==> config.mk <==
export PLATFORM = sky130hd
export DESIGN_NAME = btn_toggle_debounce_flat
export DESIGN_NICKNAME = d
export VERILOG_FILES = /design/src/rtl/btn_toggle_debounce_pkg.sv /design/src/rtl/btn_toggle_debounce_if.sv /design/src/rtl/btn_toggle_debounce_sync_2ff.sv /design/src/rtl/btn_toggle_debounce.sv /design/src/flat_wrapper.sv
export SDC_FILE = /design/constraint.sdc
export NUM_CORES = 1
export LEC_CHECK = 0
export CORE_AREA = 3 3 40 42
export DETAILED_ROUTE_END_ITERATION = 6
export DIE_AREA = 0 0 43 45
export PLACE_DENSITY = 0.58
export SLEW_MARGIN = 20
export SYNTH_ARGS = -nofsm -noshare
export SYNTH_HDL_FRONTEND = slang
export SYNTH_SLANG_ARGS = --single-unit
==> constraint.sdc <==
create_clock -name clk -period 1.6 [get_ports clk]
set_input_delay 0.32 -clock clk [delete_from_list [all_inputs] [get_ports clk]]
set_output_delay 0.32 -clock clk [all_outputs]
set_load 0.02 [all_outputs]
==> src/rtl/btn_toggle_debounce_pkg.sv <==
// Shared definitions for the push-button debounce front end.
//   state_e      : debounce FSM states (2-bit encoding)
//   PM_*         : edge-selection constants for PULSE_MODE
//   pulseEnabled : true when a qualified edge of the given direction
//                  should produce a t_pulse under the given mode
package btn_toggle_debounce_pkg;

  typedef enum logic [1:0] {
    IDLE_LOW  = 2'd0,
    WAIT_HIGH = 2'd1,
    IDLE_HIGH = 2'd2,
    WAIT_LOW  = 2'd3
  } state_e;

  localparam int PM_PRESS   = 0;
  localparam int PM_RELEASE = 1;
  localparam int PM_BOTH    = 2;

  function automatic logic pulseEnabled(input int mode, input logic rising);
    if (mode == PM_BOTH) return 1'b1;
    if (rising)          return (mode == PM_PRESS);
    return (mode == PM_RELEASE);
  endfunction

endpackage

==> src/rtl/btn_toggle_debounce_if.sv <==
// Signal bundle between a raw button source and the debounce stage.
//   btn_in    : raw, asynchronous, bouncing button level
//   t_pulse   : one-cycle pulse per qualified edge (feeds a toggle FF's t)
//   btn_level : debounced button level
//   busy      : a candidate level change is being qualified
// slave  = debounce stage view, master = button/consumer side view.
interface btn_toggle_debounce_if;
  logic btn_in;
  logic t_pulse;
  logic btn_level;
  logic busy;

  modport slave  (input  btn_in, output t_pulse, output btn_level, output busy);
  modport master (output btn_in, input  t_pulse, input  btn_level, input  busy);
endinterface

==> src/rtl/btn_toggle_debounce_sync_2ff.sv <==
// Two-flop synchroniser for a single asynchronous input.
//   clk : destination clock
//   rst : asynchronous, active-low reset (both flops clear to 0)
//   d   : asynchronous input
//   q   : synchronised output, two clk edges behind d
module sync_2ff (
  input  logic clk,
  input  logic rst,
  input  logic d,
  output logic q
);

  logic s1_q;
  logic s2_q;

  always_ff @(posedge clk or negedge rst) begin
    if (!rst) begin
      s1_q <= 1'b0;
      s2_q <= 1'b0;
    end else begin
      s1_q <= d;
      s2_q <= s1_q;
    end
  end

  assign q = s2_q;

endmodule

==> src/rtl/btn_toggle_debounce.sv <==
// Push-button front end: synchronise, debounce with a stability counter,
// and emit a single-cycle t_pulse per qualified edge.
//   clk : system clock, all state on the rising edge
//   rst : asynchronous, active-low reset
//   bus : btn_toggle_debounce_if.slave (btn_in in; t_pulse, btn_level, busy out)
// Parameters:
//   DEBOUNCE_CYCLES : consecutive synchronised samples needed to accept a change (>= 2)
//   PULSE_MODE      : PM_PRESS, PM_RELEASE or PM_BOTH
module btn_toggle_debounce
  import btn_toggle_debounce_pkg::*;
#(
  parameter int DEBOUNCE_CYCLES = 4,
  parameter int PULSE_MODE      = PM_PRESS
) (
  input  logic                    clk,
  input  logic                    rst,
  btn_toggle_debounce_if.slave    bus
);

  localparam int CNT_W = $clog2(DEBOUNCE_CYCLES + 1);
  localparam logic [CNT_W-1:0] CNT_LAST = CNT_W'(DEBOUNCE_CYCLES - 1);
  localparam logic [CNT_W-1:0] CNT_ONE  = CNT_W'(1);

  logic             s2;
  state_e           state_q, state_d;
  logic [CNT_W-1:0] cnt_q, cnt_d;
  logic             level_q, level_d;
  logic             pulse_q, pulse_d;

  sync_2ff u_sync (
    .clk (clk),
    .rst (rst),
    .d   (bus.btn_in),
    .q   (s2)
  );

  always_ff @(posedge clk or negedge rst) begin
    if (!rst) begin
      state_q <= IDLE_LOW;
      cnt_q   <= '0;
      level_q <= 1'b0;
      pulse_q <= 1'b0;
    end else begin
      state_q <= state_d;
      cnt_q   <= cnt_d;
      level_q <= level_d;
      pulse_q <= pulse_d;
    end
  end

  // A WAIT state counts consecutive samples at the candidate level; any
  // opposite sample drops back to the idle state with no partial credit.
  // Comparing with >= makes an out-of-range count qualify instead of wrap.
  always_comb begin
    state_d = state_q;
    cnt_d   = cnt_q;
    level_d = level_q;
    pulse_d = 1'b0;
    unique case (state_q)
      IDLE_LOW: begin
        if (s2) begin
          state_d = WAIT_HIGH;
          cnt_d   = CNT_ONE;
        end
      end
      WAIT_HIGH: begin
        if (!s2) begin
          state_d = IDLE_LOW;
          cnt_d   = '0;
        end else if (cnt_q >= CNT_LAST) begin
          state_d = IDLE_HIGH;
          cnt_d   = '0;
          level_d = 1'b1;
          pulse_d = pulseEnabled(PULSE_MODE, 1'b1);
        end else begin
          cnt_d = cnt_q + CNT_ONE;
        end
      end
      IDLE_HIGH: begin
        if (!s2) begin
          state_d = WAIT_LOW;
          cnt_d   = CNT_ONE;
        end
      end
      WAIT_LOW: begin
        if (s2) begin
          state_d = IDLE_HIGH;
          cnt_d   = '0;
        end else if (cnt_q >= CNT_LAST) begin
          state_d = IDLE_LOW;
          cnt_d   = '0;
          level_d = 1'b0;
          pulse_d = pulseEnabled(PULSE_MODE, 1'b0);
        end else begin
          cnt_d = cnt_q + CNT_ONE;
        end
      end
      default: begin
        state_d = IDLE_LOW;
        cnt_d   = '0;
      end
    endcase
  end

  assign bus.t_pulse   = pulse_q;
  assign bus.btn_level = level_q;
  assign bus.busy      = (state_q == WAIT_HIGH) || (state_q == WAIT_LOW);

endmodule

==> src/flat_wrapper.sv <==
// flat-port wrapper written by rule: the top's interface ports become plain ports
module btn_toggle_debounce_flat import btn_toggle_debounce_pkg::*;
#(
  parameter int DEBOUNCE_CYCLES = 4,
  parameter int PULSE_MODE      = PM_PRESS
)
  (clk, rst, bus_btn_in, bus_t_pulse, bus_btn_level, bus_busy);
  btn_toggle_debounce_if bus_i ();
  input  logic clk;
  input  logic rst;
  input wire logic [$bits(bus_i.btn_in)-1:0] bus_btn_in;
  output wire logic [$bits(bus_i.t_pulse)-1:0] bus_t_pulse;
  output wire logic [$bits(bus_i.btn_level)-1:0] bus_btn_level;
  output wire logic [$bits(bus_i.busy)-1:0] bus_busy;
  assign bus_i.btn_in = bus_btn_in;
  assign bus_t_pulse = bus_i.t_pulse;
  assign bus_btn_level = bus_i.btn_level;
  assign bus_busy = bus_i.busy;
  btn_toggle_debounce #(.DEBOUNCE_CYCLES(DEBOUNCE_CYCLES), .PULSE_MODE(PULSE_MODE)) u_core (.clk(clk), .rst(rst), .bus(bus_i));
endmodule
=== Yosys cells after proc, flatten, opt, wreduce, memory -nomap -nowiden ===
Index checks and enable logic that the tools add are counted.

* Bits of input ports: 3
* Word-level logic and storage cells: 46
* Bits in registers: 9

* Reductions and logical operators: 6
* Add/subtract/negate cells: 1
* Magnitude comparators: 1
* Equal/unequal tests: 11
* Mux-type cells: 21

{| class="wikitable"
|+ Operators with widths
! kind !! count
|-
| 3-bit two-way mux || 5
|-
| 2-bit two-way mux || 6
|-
| 3-bit case mux with 4 select lines || 1
|-
| 2-bit != test, second input constant || 4
|-
| 2-bit case mux with 4 select lines || 1
|-
| 1-bit two-way mux || 7
|-
| 3-bit by 2-bit != test with 1-bit output, second input constant || 2
|-
| 5-bit AND reduction || 1
|-
| 2-bit equality test, second input constant || 2
|-
| 2-bit by 1-bit != test with 1-bit output, second input constant || 2
|-
| 4-bit AND reduction || 1
|-
| 3-bit by 1-bit adder with 3-bit output, second input constant || 1
|-
| 3-bit by 2-bit greater-or-equal comparator with 1-bit output, second input constant || 1
|-
| 2-bit by 1-bit equality test with 1-bit output, second input constant || 1
|-
| 2-bit logical NOT || 1
|-
| 1-bit case mux with 2 select lines || 1
|-
| 2-bit AND reduction || 1
|-
| 2-bit nonzero test || 1
|-
| 1-bit logical OR || 1
|}

=== Logic depth before layout (Yosys ltp) ===
Gate-level depths: netlist of the first run.

* Depth after elaboration: 4
* Gate-level depth with buffers: 5
* Depth with buffers taken out: 5

=== Hierarchy ===
Synthesis of the first run repeated with hierarchy kept, for this count alone.

* Cells, all modules: 36
* Area, all modules: 389.1 um2

{| class="wikitable"
|+ Modules (own cells, without submodules)
! module !! instances !! cells an instance !! area each (um2)
|-
| btn_toggle_debounce || 1 || 34 || 339.1
|-
| sync_2ff || 1 || 2 || 50.0
|}

=== Worst setup path after synthesis of the first run ===
Ideal clock, no wire load.

* Kind: register to register
* From: register u_core.cnt_q[0]
* To: register u_core.cnt_q[1]
* Slack: 0.140 ns
* Period minus slack after synthesis: 1.460 ns
* Setup time: 0.064 ns
* Stages on the path, launching flop included: 6
* Arrival: 1.396 ns
* Path buffers: 0
* Cells stage by stage: dfrtp_1 ha_1 ha_1 a211o_1 nor3_1 a31o_2

* Word-level cells in the longest chain between the ends: 4
* Elaborated cells between the ends (all ways): 6

{| class="wikitable"
|+ RTL lines
! item !! RTL line !! RTL
|-
| from (decl) || btn_toggle_debounce.sv:26 || <nowiki>logic [CNT_W-1:0] cnt_q, cnt_d;</nowiki>
|-
| from (signal assigned) || btn_toggle_debounce.sv:45 || <nowiki>cnt_q <= cnt_d;</nowiki>
|-
| 3-bit by 1-bit adder with 3-bit output or 3-bit by 2-bit greater-or-equal comparator with 1-bit output (tied branches) || -- ||
|-
| 3-bit two-way mux * || btn_toggle_debounce.sv:70, btn_toggle_debounce.sv:89 ||
|-
| 3-bit two-way mux, on equally long branches || btn_toggle_debounce.sv:86, btn_toggle_debounce.sv:67 ||
|-
| 3-bit case mux with 4 select lines * || btn_toggle_debounce.sv:59 || <nowiki>unique case (state_q)</nowiki>
|}

Mark *: on every way between the ends. The rest lies on a longest branch, timed or not.
A chain may end at the register's enable or synchronous reset.

=== Worst setup path after layout of the first run ===
* From: register u_core.level_q (netlist: u_core.bus.btn_level)
* To: output bus_btn_level

{| class="wikitable"
|+ RTL lines
! item !! RTL line !! RTL
|-
| from (decl) || btn_toggle_debounce.sv:27 || <nowiki>logic level_q, level_d;</nowiki>
|-
| from (signal assigned) || btn_toggle_debounce.sv:46 || <nowiki>level_q <= level_d;</nowiki>
|-
| to (decl) || flat_wrapper.sv:13 || <nowiki>output wire logic [$bits(bus_i.btn_level)-1:0] bus_btn_level;</nowiki>
|}

No word-level cell between the ends.

==> metrics.log, run 1 <==
INFO  metric antenna_found_initial = 0
INFO  metric cts.htree.levels = 1
INFO  metric synth_fp_nets = 38
INFO  metric power_report.internal_total = 0.5415 mW
INFO  metric crit_path_max_incr_delay = ~0.6 ns
INFO  metric cp_cell_sequence = clkdlybuf4s50_1
INFO  metric worst-path-buf-inv = 1
INFO  metric fp.dieW = roughly 43 um
INFO  metric worstSkewPairLatency = 0.26 ns
INFO  metric core = 0.001285 mm^2
INFO  metric ys_dominant_reg_cell = sky130_fd_sc_hd__dfrtp_1
INFO  metric grt_first_pass_wirelength = 1.062 mm
INFO  metric worst_hold_path_type = primary input to asynchronous set/reset pin
INFO  metric dr_total_vias = 272
INFO  metric antenna_cells = 0
INFO  metric critPathKind = flop to output port
INFO  metric post_synthesis_cell_area = 387.9 um^2
INFO  metric yosysTopAreaCell = sky130_fd_sc_hd__dfrtp_1
INFO  metric yosys-top-cells-count = sky130_fd_sc_hd__dfrtp_1 (9), sky130_fd_sc_hd__a21oi_1 (4), sky130_fd_sc_hd__inv_1 (3)
INFO  metric drtIter0Drc = 3
INFO  metric clock_tree.root_cell = sky130_fd_sc_hd__clkbuf_4
INFO  metric fmax = 643.9 MHz
INFO  metric grt_max_degree = 10
INFO  metric regArea = 225.2 um^2
INFO  metric status = finished clean
INFO  metric grt_overflow = 0
INFO  metric final_cells = 57
INFO  metric final.setup_skew = 0.01141 ns
INFO  metric whs = 0.3440 ns
INFO  metric grt_pass1_vias = 242
INFO  metric drt-vias-per-instance = 4.772
INFO  metric ys_top_cells_by_area = sky130_fd_sc_hd__dfrtp_1 (58%), sky130_fd_sc_hd__ha_1 (6.5%), sky130_fd_sc_hd__a21oi_1 (5.2%)
INFO  metric cp_top_family = buffers and inverters
INFO  metric floorplan.rows = 13
INFO  metric cts_buffers = 3
INFO  metric required = 1.28 ns
INFO  metric worst_endpoint_data_arrival_time = 1.23 ns
INFO  metric final_max_slew_viol_count = 0
INFO  metric cts_num_sinks = 9
INFO  metric initial_core_util = 0.3019
INFO  metric clockPowerShare = 0.195
INFO  metric critical_path.endpoint_type = output port
INFO  metric cts_max_path_buffers = 2
INFO  metric dp_cells = 52
INFO  metric detail_route.wl_per_cell = 11.60 um
INFO  metric hold_violations = 0
INFO  metric netSwitchingFraction = 0.3860
INFO  metric synthDominantCellAreaShare = 0.5806
INFO  metric timing_worst_slew_pin_value = 0.3924 ns
INFO  metric synthArstFlopShare = 1.000
INFO  metric place_congestion = 0.7938
INFO  metric yosysWarningCount = 0
INFO  metric dpl_cell_area = around 450 um^2
INFO  metric post-route-cell-area = 496.7 um^2
INFO  metric postCtsHoldBufs = 0
INFO  metric syn_inst = 33
INFO  metric postSynthAreaPerCell = 11.75 um^2
INFO  metric final.setup.worst_slack = about 0.047 ns
INFO  metric drive_gt1_frac = 0.2619
INFO  metric tritoncts_clock_tree = yes
INFO  metric synth_enable_flop_cells = 0
INFO  metric net-switching-power = 0.3404 mW
INFO  metric gr-usage-all-layers = 0.07848
INFO  metric synth_cell_types = 17
INFO  metric vdd_ir_drop_max = 0.7329 mV
INFO  metric seqPwrFrac = 0.408
INFO  metric area_growth_synth_to_finish = 28.06%
INFO  metric timing.slew.headroom = 0.7376
INFO  metric finalWorstPathRequiredPeriod = 1.553 ns
INFO  metric synth-seq-cells = 9
INFO  metric final.fill_count = 129
INFO  metric fin_total_pwr = about 0.88 mW
INFO  metric standard_cell_with_the_maximum_stage_delay_on_the_critical_path = sky130_fd_sc_hd__clkdlybuf4s50_1
INFO  metric drtAntennaViolNets = 0
INFO  metric cp-start-kind = flop
INFO  metric final_nets = 48
INFO  metric io-pin-count = 6
INFO  metric setup_tns = 0 ns
INFO  metric cap_violations = 0
INFO  metric dominant_cell_by_count_in_the_synthesized_netlist = sky130_fd_sc_hd__dfrtp_1
INFO  metric port_buffers = 5
INFO  metric synth-seq-area-share = 0.5806
INFO  metric power_per_cell_area = 1775 mW/mm^2
INFO  metric path_clk_slew = 0.07 ns
INFO  metric drc = 0
INFO  metric die_y = between 40 and 50 um
INFO  metric critical_path_peak_fanout = 3
INFO  metric p_comb_frac = 0.396
INFO  metric die_area = 0.001935 mm^2
INFO  metric wl = 661 um
INFO  metric drt_pre_antenna_iters = 2
INFO  metric multiInputGateArea = 157.7 um^2
INFO  metric dp_slack = 0.02251 ns
INFO  metric p_leak = 0.2334 nW
INFO  metric final_core_util = 0.3866
INFO  metric finalSetupViolations = 0
INFO  metric post-route-period-util = 0.9706
-- cell families after synthesis --
group                    synth area share
buffers and inverters             0.03870
adder cells (fa/ha/maj)           0.06451
XOR/XNOR                          0.04195
flip-flops                         0.5807
AO/OA/AOI/OAI                      0.2065
AND/OR/NAND/NOR                   0.06773
-- metal layers --
layer  track usage  part of all wire  wire (um)
met5             0                 0          0
met2       0.09581              0.49        322
met4       0.07229            0.0091          6
met3       0.02789             0.061         40
met1        0.1053              0.44        292
-- cell type report --
| cell class | instances | area share |
|---|---|---|
| Tap cell | 15 | 0.03778 |
| Timing Repair Buffer | 6 | 0.1134 |
| Multi-Input combinational cell | 20 | 0.3174 |
| Inverter | 3 | 0.02267 |
| Clock buffer | 3 | 0.04534 |
| Clock inverter | 1 | 0.01008 |
| Sequential cell | 9 | 0.4534 |
-- path summary, 6_finish.rpt --
kind                                      start                    to  slack (ns)  cells past startpoint
setup / recovery           u_core.bus.btn_level         bus_btn_level        0.05                      1
hold / removal                              rst  u_core.bus.btn_level        0.34                      1
setup reg to reg                u_core.cnt_q[0]       u_core.cnt_q[2]        0.06                      4
hold reg to reg              u_core.u_sync.s1_q       u_core.u_sync.q        0.35                      0
max in group asynchronous                   rst       u_core.cnt_q[2]        0.97                      1
min in group clk             u_core.u_sync.s1_q       u_core.u_sync.q        0.35                      0
-- cells in the final DEF, fill, tap and decap left out, types with 2 or more instances in the layout --
master	synthesis	final
sky130_fd_sc_hd__dfrtp_1	9	9
sky130_fd_sc_hd__a21oi_1	4	4
sky130_fd_sc_hd__clkdlybuf4s50_1	0	4
sky130_fd_sc_hd__inv_1	3	3
sky130_fd_sc_hd__clkbuf_4	0	3
sky130_fd_sc_hd__nand3_1	2	2
sky130_fd_sc_hd__nand2_1	2	2
sky130_fd_sc_hd__ha_2	0	2
-- what timing repair did --
action,4_1_cts,5_1_grt
buffers inserted,0,1
pin swaps,0,2
endpoints found under the setup margin,1,2
resized for setup,1,3
hold endpoints to repair,0,0
-- power groups by stage --
stage	combinational (mW)	clock [mW]	sequential [mW]
3_5_place_dp	0.321	0	0.363
2_1_floorplan	0.224	0	0.365
3_3_place_gp	0.318	0	0.360
6_report	0.350	0.172	0.360
5_1_grt	0.390	0.189	0.369
4_1_cts	0.315	0.180	0.359
No activity file was read; power rests on OpenSTA's default activity.
==> run 2, diff against run 1 <==
--- a/config.mk
+++ b/config.mk
@@ -5,9 +5,10 @@
 export SDC_FILE = /design/constraint.sdc
 export NUM_CORES = 1
 export LEC_CHECK = 0
-export CORE_AREA = 3 3 40 42
+export CAP_MARGIN = 20
+export CORE_AREA = 5 5 42 44
 export DETAILED_ROUTE_END_ITERATION = 6
-export DIE_AREA = 0 0 43 45
+export DIE_AREA = 0 0 47 49
 export PLACE_DENSITY = 0.58
 export SLEW_MARGIN = 20
 export SYNTH_ARGS = -nofsm -noshare
==> run 2 against run 1 <==
  * Register-to-register slack hardly changed
  * Core utilization shrank 3.0 points
  * Routed wire length down 0.45%
  * Flip-flop and latch count did not move
  * Cell area increased by 0.50%
  * Sequential share of layout area down 0.23 points
  * Critical path depth rose by 3
  * Combinational power hardly changed
  * Total power fell by 0.70%
  * Worst setup slack better by 0.025 ns
  * Critical path type is now flop to flop
  * Critical endpoint is now u_core.cnt_q[2]
  * Largest power group unchanged
==> metrics.log, run 2 (synthesis gave the netlist of run 1 again) <==
INFO  metric layout.cells.most_common = sky130_fd_sc_hd__dfrtp_1
INFO  metric antenna_cells = 0
INFO  metric critical_path.endpoint_type = flop
INFO  metric final.setup.worst_slack = 0.07231 ns
INFO  metric gr-usage-all-layers = 0.06838
INFO  metric dr_total_vias = around 280
INFO  metric hold_violations = 0
INFO  metric post-route-period-util = 0.9548
INFO  metric setup_tns = 0 ns
INFO  metric final.fill_count = around 160
INFO  metric worst_endpoint_data_arrival_time = 1.69 ns
INFO  metric cap_violations = 0
INFO  metric grt_pass1_vias = 260
INFO  metric hpwl = approximately 480 um
INFO  metric timing_worst_slew_pin_value = 0.3989 ns
INFO  metric initial_core_util = 0.2768
INFO  metric grt_first_pass_wirelength = 1.055 mm
INFO  metric cts.htree.levels = 1
INFO  metric drtIter0Drc = 2
INFO  metric critical_path_peak_fanout = 5
INFO  metric crit_path_max_incr_delay = around 0.4 ns
INFO  metric power_per_cell_area = 1754 mW/mm^2
INFO  metric finalSetupViolations = 0
INFO  metric fmax = 654.6 MHz
INFO  metric post-route-cell-area = 499.2 um^2
INFO  metric final.setup_skew = 0.007837 ns
INFO  metric grt_max_degree = 10
INFO  metric cts_max_path_buffers = 2
INFO  metric cts_buffers = 3
INFO  metric drc = 0
INFO  metric tritoncts_clock_tree = yes
INFO  metric whs = 0.3527 ns
INFO  metric timing.slew.headroom = 0.7332
INFO  metric worstSkewPairLatency = 0.26 ns
INFO  metric standard_cell_with_the_maximum_stage_delay_on_the_critical_path = sky130_fd_sc_hd__dfrtp_1
INFO  metric final_max_slew_viol_count = 0
INFO  metric regArea = 225.2 um^2
INFO  metric dpl_cell_area = approximately 460 um^2
INFO  metric critPathKind = flop to flop
INFO  metric p_leak = between 0.2 and 0.3 nW
INFO  metric worst_hold_path_type = primary input to asynchronous set/reset pin
INFO  metric multiInputGateArea = 150.1 um^2
INFO  metric final_core_util = 0.3563
INFO  metric grt_overflow = 0
INFO  metric port_buffers = 5
INFO  metric drt-vias-per-instance = 4.814
INFO  metric dp_slack = 0.03747 ns
INFO  metric status = finished clean
INFO  metric vdd_ir_drop_max = around 0.7 mV
INFO  metric worst-path-buf-inv = 0
INFO  metric fp.dieW = 47 um
INFO  metric setup_repair_after_global_routing_missed_its_margin = no
INFO  metric cp_top_family = compound AO/OA/AOI/OAI gates
INFO  metric io-pin-count = 6
INFO  metric required = 1.76 ns
INFO  metric drtAntennaViolNets = 0
INFO  metric area_growth_synth_to_finish = 28.71%
INFO  metric cts_num_sinks = 9
INFO  metric place_congestion = ~0.76
INFO  metric floorplan.rows = 14
INFO  metric cp-start-kind = flop
INFO  metric cp_cell_sequence = ha_2, ha_1, a211o_1, o41ai_2
INFO  metric core = 0.001401 mm^2
INFO  metric final_nets = between 40 and 50
INFO  metric path_clk_slew = roughly 0.06 ns
INFO  metric wl = 658 um
INFO  metric finalWorstPathRequiredPeriod = about 1.5 ns
INFO  metric detail_route.wl_per_cell = 11.15 um
INFO  metric die_area = 0.002303 mm^2
INFO  metric clock_tree.root_cell = sky130_fd_sc_hd__clkbuf_4
INFO  metric layout.cells.most_common_list = sky130_fd_sc_hd__dfrtp_1 (9), sky130_fd_sc_hd__a21oi_1 (4), sky130_fd_sc_hd__inv_1 (3), sky130_fd_sc_hd__clkbuf_4 (3), sky130_fd_sc_hd__clkdlybuf4s50_1 (3)
INFO  metric drive_gt1_frac = 0.2093
INFO  metric die_y = a little under 50 um
INFO  metric antenna_found_initial = 0
INFO  metric drt_pre_antenna_iters = 3
==> run 2: cell types whose count changed in the layout (fill, tap and decap cells not counted) <==
| cell | previous run | this run |
|---|---|---|
| sky130_fd_sc_hd__nor3_1 | 0 | 1 |
| sky130_fd_sc_hd__ha_1 | 0 | 1 |
| sky130_fd_sc_hd__nor3_2 | 1 | 0 |
| sky130_fd_sc_hd__clkbuf_1 | 0 | 1 |
| sky130_fd_sc_hd__clkdlybuf4s50_1 | 4 | 3 |
| sky130_fd_sc_hd__buf_4 | 1 | 2 |
| sky130_fd_sc_hd__dlymetal6s2s_1 | 0 | 1 |
| sky130_fd_sc_hd__clkinv_2 | 1 | 0 |
| sky130_fd_sc_hd__ha_2 | 2 | 1 |
==> run 2: worst paths after layout <==
path | slack, ns | end | depth (start not counted) | startpoint
worst max-delay path | 0.07 | u_core.cnt_q[2] | 4 | u_core.cnt_q[0]
worst min-delay path | 0.35 | u_core.cnt_q[1] | 1 | rst
worst max register to register | 0.07 | u_core.cnt_q[2] | 4 | u_core.cnt_q[0]
worst min register to register | 0.36 | u_core.u_sync.q | 0 | u_core.u_sync.s1_q
max in group asynchronous | 0.96 | u_core.state_q[0] | 1 | rst
min in group clk | 0.36 | u_core.u_sync.q | 0 | u_core.u_sync.s1_q
==> run 2: final cells by class <==
| class | count | share of cell area |
|---|---|---|
| inverters | 3 | 0.02256 |
| well taps | 16 | 0.04010 |
| clock buffers | 4 | 0.05263 |
| multi-input cells | 20 | 0.3008 |
| repair buffers | 7 | 0.1328 |
| flip-flops and latches | 9 | 0.4511 |
==> run 2: report_power, final <==
group          internal (mW)  switching (mW)  total, mW
logic                  0.158           0.192      0.350
registers              0.292          0.0644      0.356
clock network         0.0957          0.0737      0.169
total                  0.545           0.331      0.876
==> run 2: stage by stage <==
step	instances	power [mW]
finish	59	0.8757
global route	59	0.9532
CTS	58	0.8653
detailed placement	54	0.7020
global placement	54	0.6993
floorplan	33	0.5887
==> run 2: timing repair <==
action | in CTS | in global routing
resized for setup | 1 | 2
pin swaps | 0 | 2
hold buffers | 0 | 0
endpoints found under the hold margin | 0 | 0
buffers inserted | 0 | 1
endpoints found under the setup margin | 1 | 4
==> run 2: per-layer routing <==
layer	share of wire	wire length [um]	up-vias	global-route usage
li1	-	-	143	-
met3	0.043	28	4	0.03321
met1	0.50	327	131	0.08428
met5	0	0	-	0
met2	0.43	284	6	0.08597
met4	0.027	18	0	0.05530
==> run 3, diff against run 2 <==
--- a/config.mk
+++ b/config.mk
@@ -7,6 +7,7 @@
 export LEC_CHECK = 0
 export CAP_MARGIN = 20
 export CORE_AREA = 5 5 42 44
+export CTS_BUF_LIST = sky130_fd_sc_hd__clkbuf_4 sky130_fd_sc_hd__clkbuf_8
 export DETAILED_ROUTE_END_ITERATION = 6
 export DIE_AREA = 0 0 47 49
 export PLACE_DENSITY = 0.58
==> run 3 against run 2 <==
  * Combinational power is essentially flat
  * Die area is the same
  * Core utilization grew 0.45 points
  * Critical path depth is the same
==> metrics.log, run 3 (synthesis gave the netlist of run 1 again) <==
INFO  metric status = finished clean
INFO  metric dp_slack = about 0.037 ns
INFO  metric area_growth_synth_to_finish = 30.32%
INFO  metric cap_violations = 0
INFO  metric drt-vias-per-instance = 4.797
INFO  metric die_area = ~0.0023 mm^2
INFO  metric finalSetupViolations = 0
INFO  metric p_leak = about 0.25 nW
INFO  metric setup_tns = 0 ns
INFO  metric grt_pass1_vias = 259
INFO  metric worstSkewPairLatency = 0.26 ns
INFO  metric antenna_cells = 0
INFO  metric crit_path_max_incr_delay = 0.40 ns
INFO  metric layout.cells.most_common = sky130_fd_sc_hd__dfrtp_1
INFO  metric worst-path-buf-inv = 0
INFO  metric die_y = about 49 um
INFO  metric path_clk_slew = 0.06 ns
INFO  metric grt_first_pass_wirelength = 1.055 mm
INFO  metric fp.dieW = 47 um
INFO  metric drtAntennaViolNets = 0
INFO  metric vdd_ir_drop_max = roughly 0.7 mV
INFO  metric post-route-period-util = 0.9420
INFO  metric worst_hold_path_type = primary input to asynchronous set/reset pin
INFO  metric layout.cells.most_common_list = sky130_fd_sc_hd__dfrtp_1 (9), sky130_fd_sc_hd__a21oi_1 (4), sky130_fd_sc_hd__clkbuf_4 (4)
INFO  metric crit_path_frequent_cell = sky130_fd_sc_hd__ha_2
INFO  metric floorplan.rows = 14
INFO  metric tritoncts_clock_tree = yes
INFO  metric timing_worst_slew_pin_value = 0.3875 ns
INFO  metric final_max_slew_viol_count = 0
INFO  metric io-pin-count = 6
INFO  metric dp_cells = 54
INFO  metric worst_endpoint_data_arrival_time = 1.66 ns
INFO  metric grt_max_degree = 10
INFO  metric post-route-cell-area = 505.5 um^2
INFO  metric drive_gt1_frac = 0.2558
INFO  metric hold_violations = 0
INFO  metric critPathKind = flop to flop
INFO  metric cp_cell_sequence = ha_2, ha_2, a211o_1, o41ai_2
INFO  metric dpl_cell_area = 461.7 um^2
INFO  metric antenna_found_initial = 0
INFO  metric critical_path.endpoint_type = flop
INFO  metric fmax = 663.5 MHz
INFO  metric fin_total_pwr = between 0.8 and 0.9 mW
INFO  metric port_buffers = 5
INFO  metric drtIter0Drc = 3
INFO  metric hpwl = 475.1 um
INFO  metric detail_route.wl_per_cell = 10.90 um
INFO  metric timing.slew.headroom = 0.7408
INFO  metric drt_pre_antenna_iters = 3
INFO  metric critical_path_peak_fanout = 5
INFO  metric cts_buffers = 3
INFO  metric final_nets = 49
INFO  metric cp_top_family = compound AO/OA/AOI/OAI gates
INFO  metric power_per_cell_area = 1765 mW/mm^2
INFO  metric final.setup.worst_slack = 0.09281 ns
INFO  metric grt_overflow = 0
INFO  metric place_congestion = between 0.7 and 0.8
INFO  metric required = around 1.8 ns
INFO  metric finalWorstPathRequiredPeriod = 1.507 ns
INFO  metric core = roughly 0.0014 mm^2
INFO  metric initial_core_util = 0.2768
INFO  metric dr_total_vias = 283
INFO  metric final.setup_skew = 0.005293 ns
INFO  metric setup_repair_after_global_routing_missed_its_margin = no
INFO  metric gr-usage-all-layers = 0.06842
INFO  metric wl = 643 um
INFO  metric cts_max_path_buffers = 2
INFO  metric final_cells = 59
INFO  metric cp-start-kind = flop
INFO  metric cts.htree.levels = 1
INFO  metric cts_num_sinks = 9
INFO  metric drc = 0
INFO  metric clock_tree.root_cell = sky130_fd_sc_hd__clkbuf_4
INFO  metric standard_cell_with_the_maximum_stage_delay_on_the_critical_path = sky130_fd_sc_hd__dfrtp_1
run 3: worst paths after layout:
| check | end | cells past startpoint | startpoint | slack [ns] |
|---|---|---|---|---|
| setup / recovery | u_core.cnt_q[2] | 4 | u_core.cnt_q[0] | 0.09 |
| hold / removal | u_core.bus.btn_level | 1 | rst | 0.35 |
| setup reg to reg | u_core.cnt_q[2] | 4 | u_core.cnt_q[0] | 0.09 |
| hold reg to reg | u_core.u_sync.q | 0 | u_core.u_sync.s1_q | 0.36 |
| max in group asynchronous | u_core.state_q[0] | 1 | rst | 0.97 |
| min in group clk | u_core.u_sync.q | 0 | u_core.u_sync.s1_q | 0.36 |
run 3: what timing repair did:
action,in CTS,in global routing
setup endpoints to repair,1,4
pin swaps,0,2
buffers inserted,0,1
resized for setup,1,3
hold buffers,0,0
run 3: through the flow:
step                utilization  hold WS (ns)
finish                   0.3607        0.3505
CTS                      0.3500        0.3605
global route             0.3607        0.3679
floorplan                     -       0.02441
global placement         0.3295        0.3327
detailed placement       0.3295        0.3378
run 3: where the power goes:
part	internal [mW]	switching (mW)	leakage, nW	total [mW]
combinational	0.160	0.192	0.122	0.352
clock	0.113	0.0716	0.0184	0.184
sequential	0.292	0.0644	0.114	0.356
total	0.564	0.328	0.254	0.892
run 3: final cells by class:
type,count,area (um^2)
sequential,9,225.2
multi-input combinational,20,152.6
fill,153,895.9
inverter,3,11.26
clock buffer,4,30.03
timing repair buffer,7,66.31
tap,16,20.02
run 3: routing by layer:
metal / vias up / share of wire / GRT usage
met5: - / 0 / 0
met4: 0 / 0.028 / 0.05530
met3: 4 / 0.044 / 0.03321
met2: 6 / 0.45 / 0.08597
met1: 132 / 0.47 / 0.08447
li1: 141 / - / -
run 3: worst register-to-register path, stage by stage, from the launching register on:
cell and delay, ns:
sky130_fd_sc_hd__dfrtp_1 0.40, sky130_fd_sc_hd__ha_2 0.19, sky130_fd_sc_hd__ha_2 0.18, sky130_fd_sc_hd__a211o_1 0.30, sky130_fd_sc_hd__o41ai_2 0.33
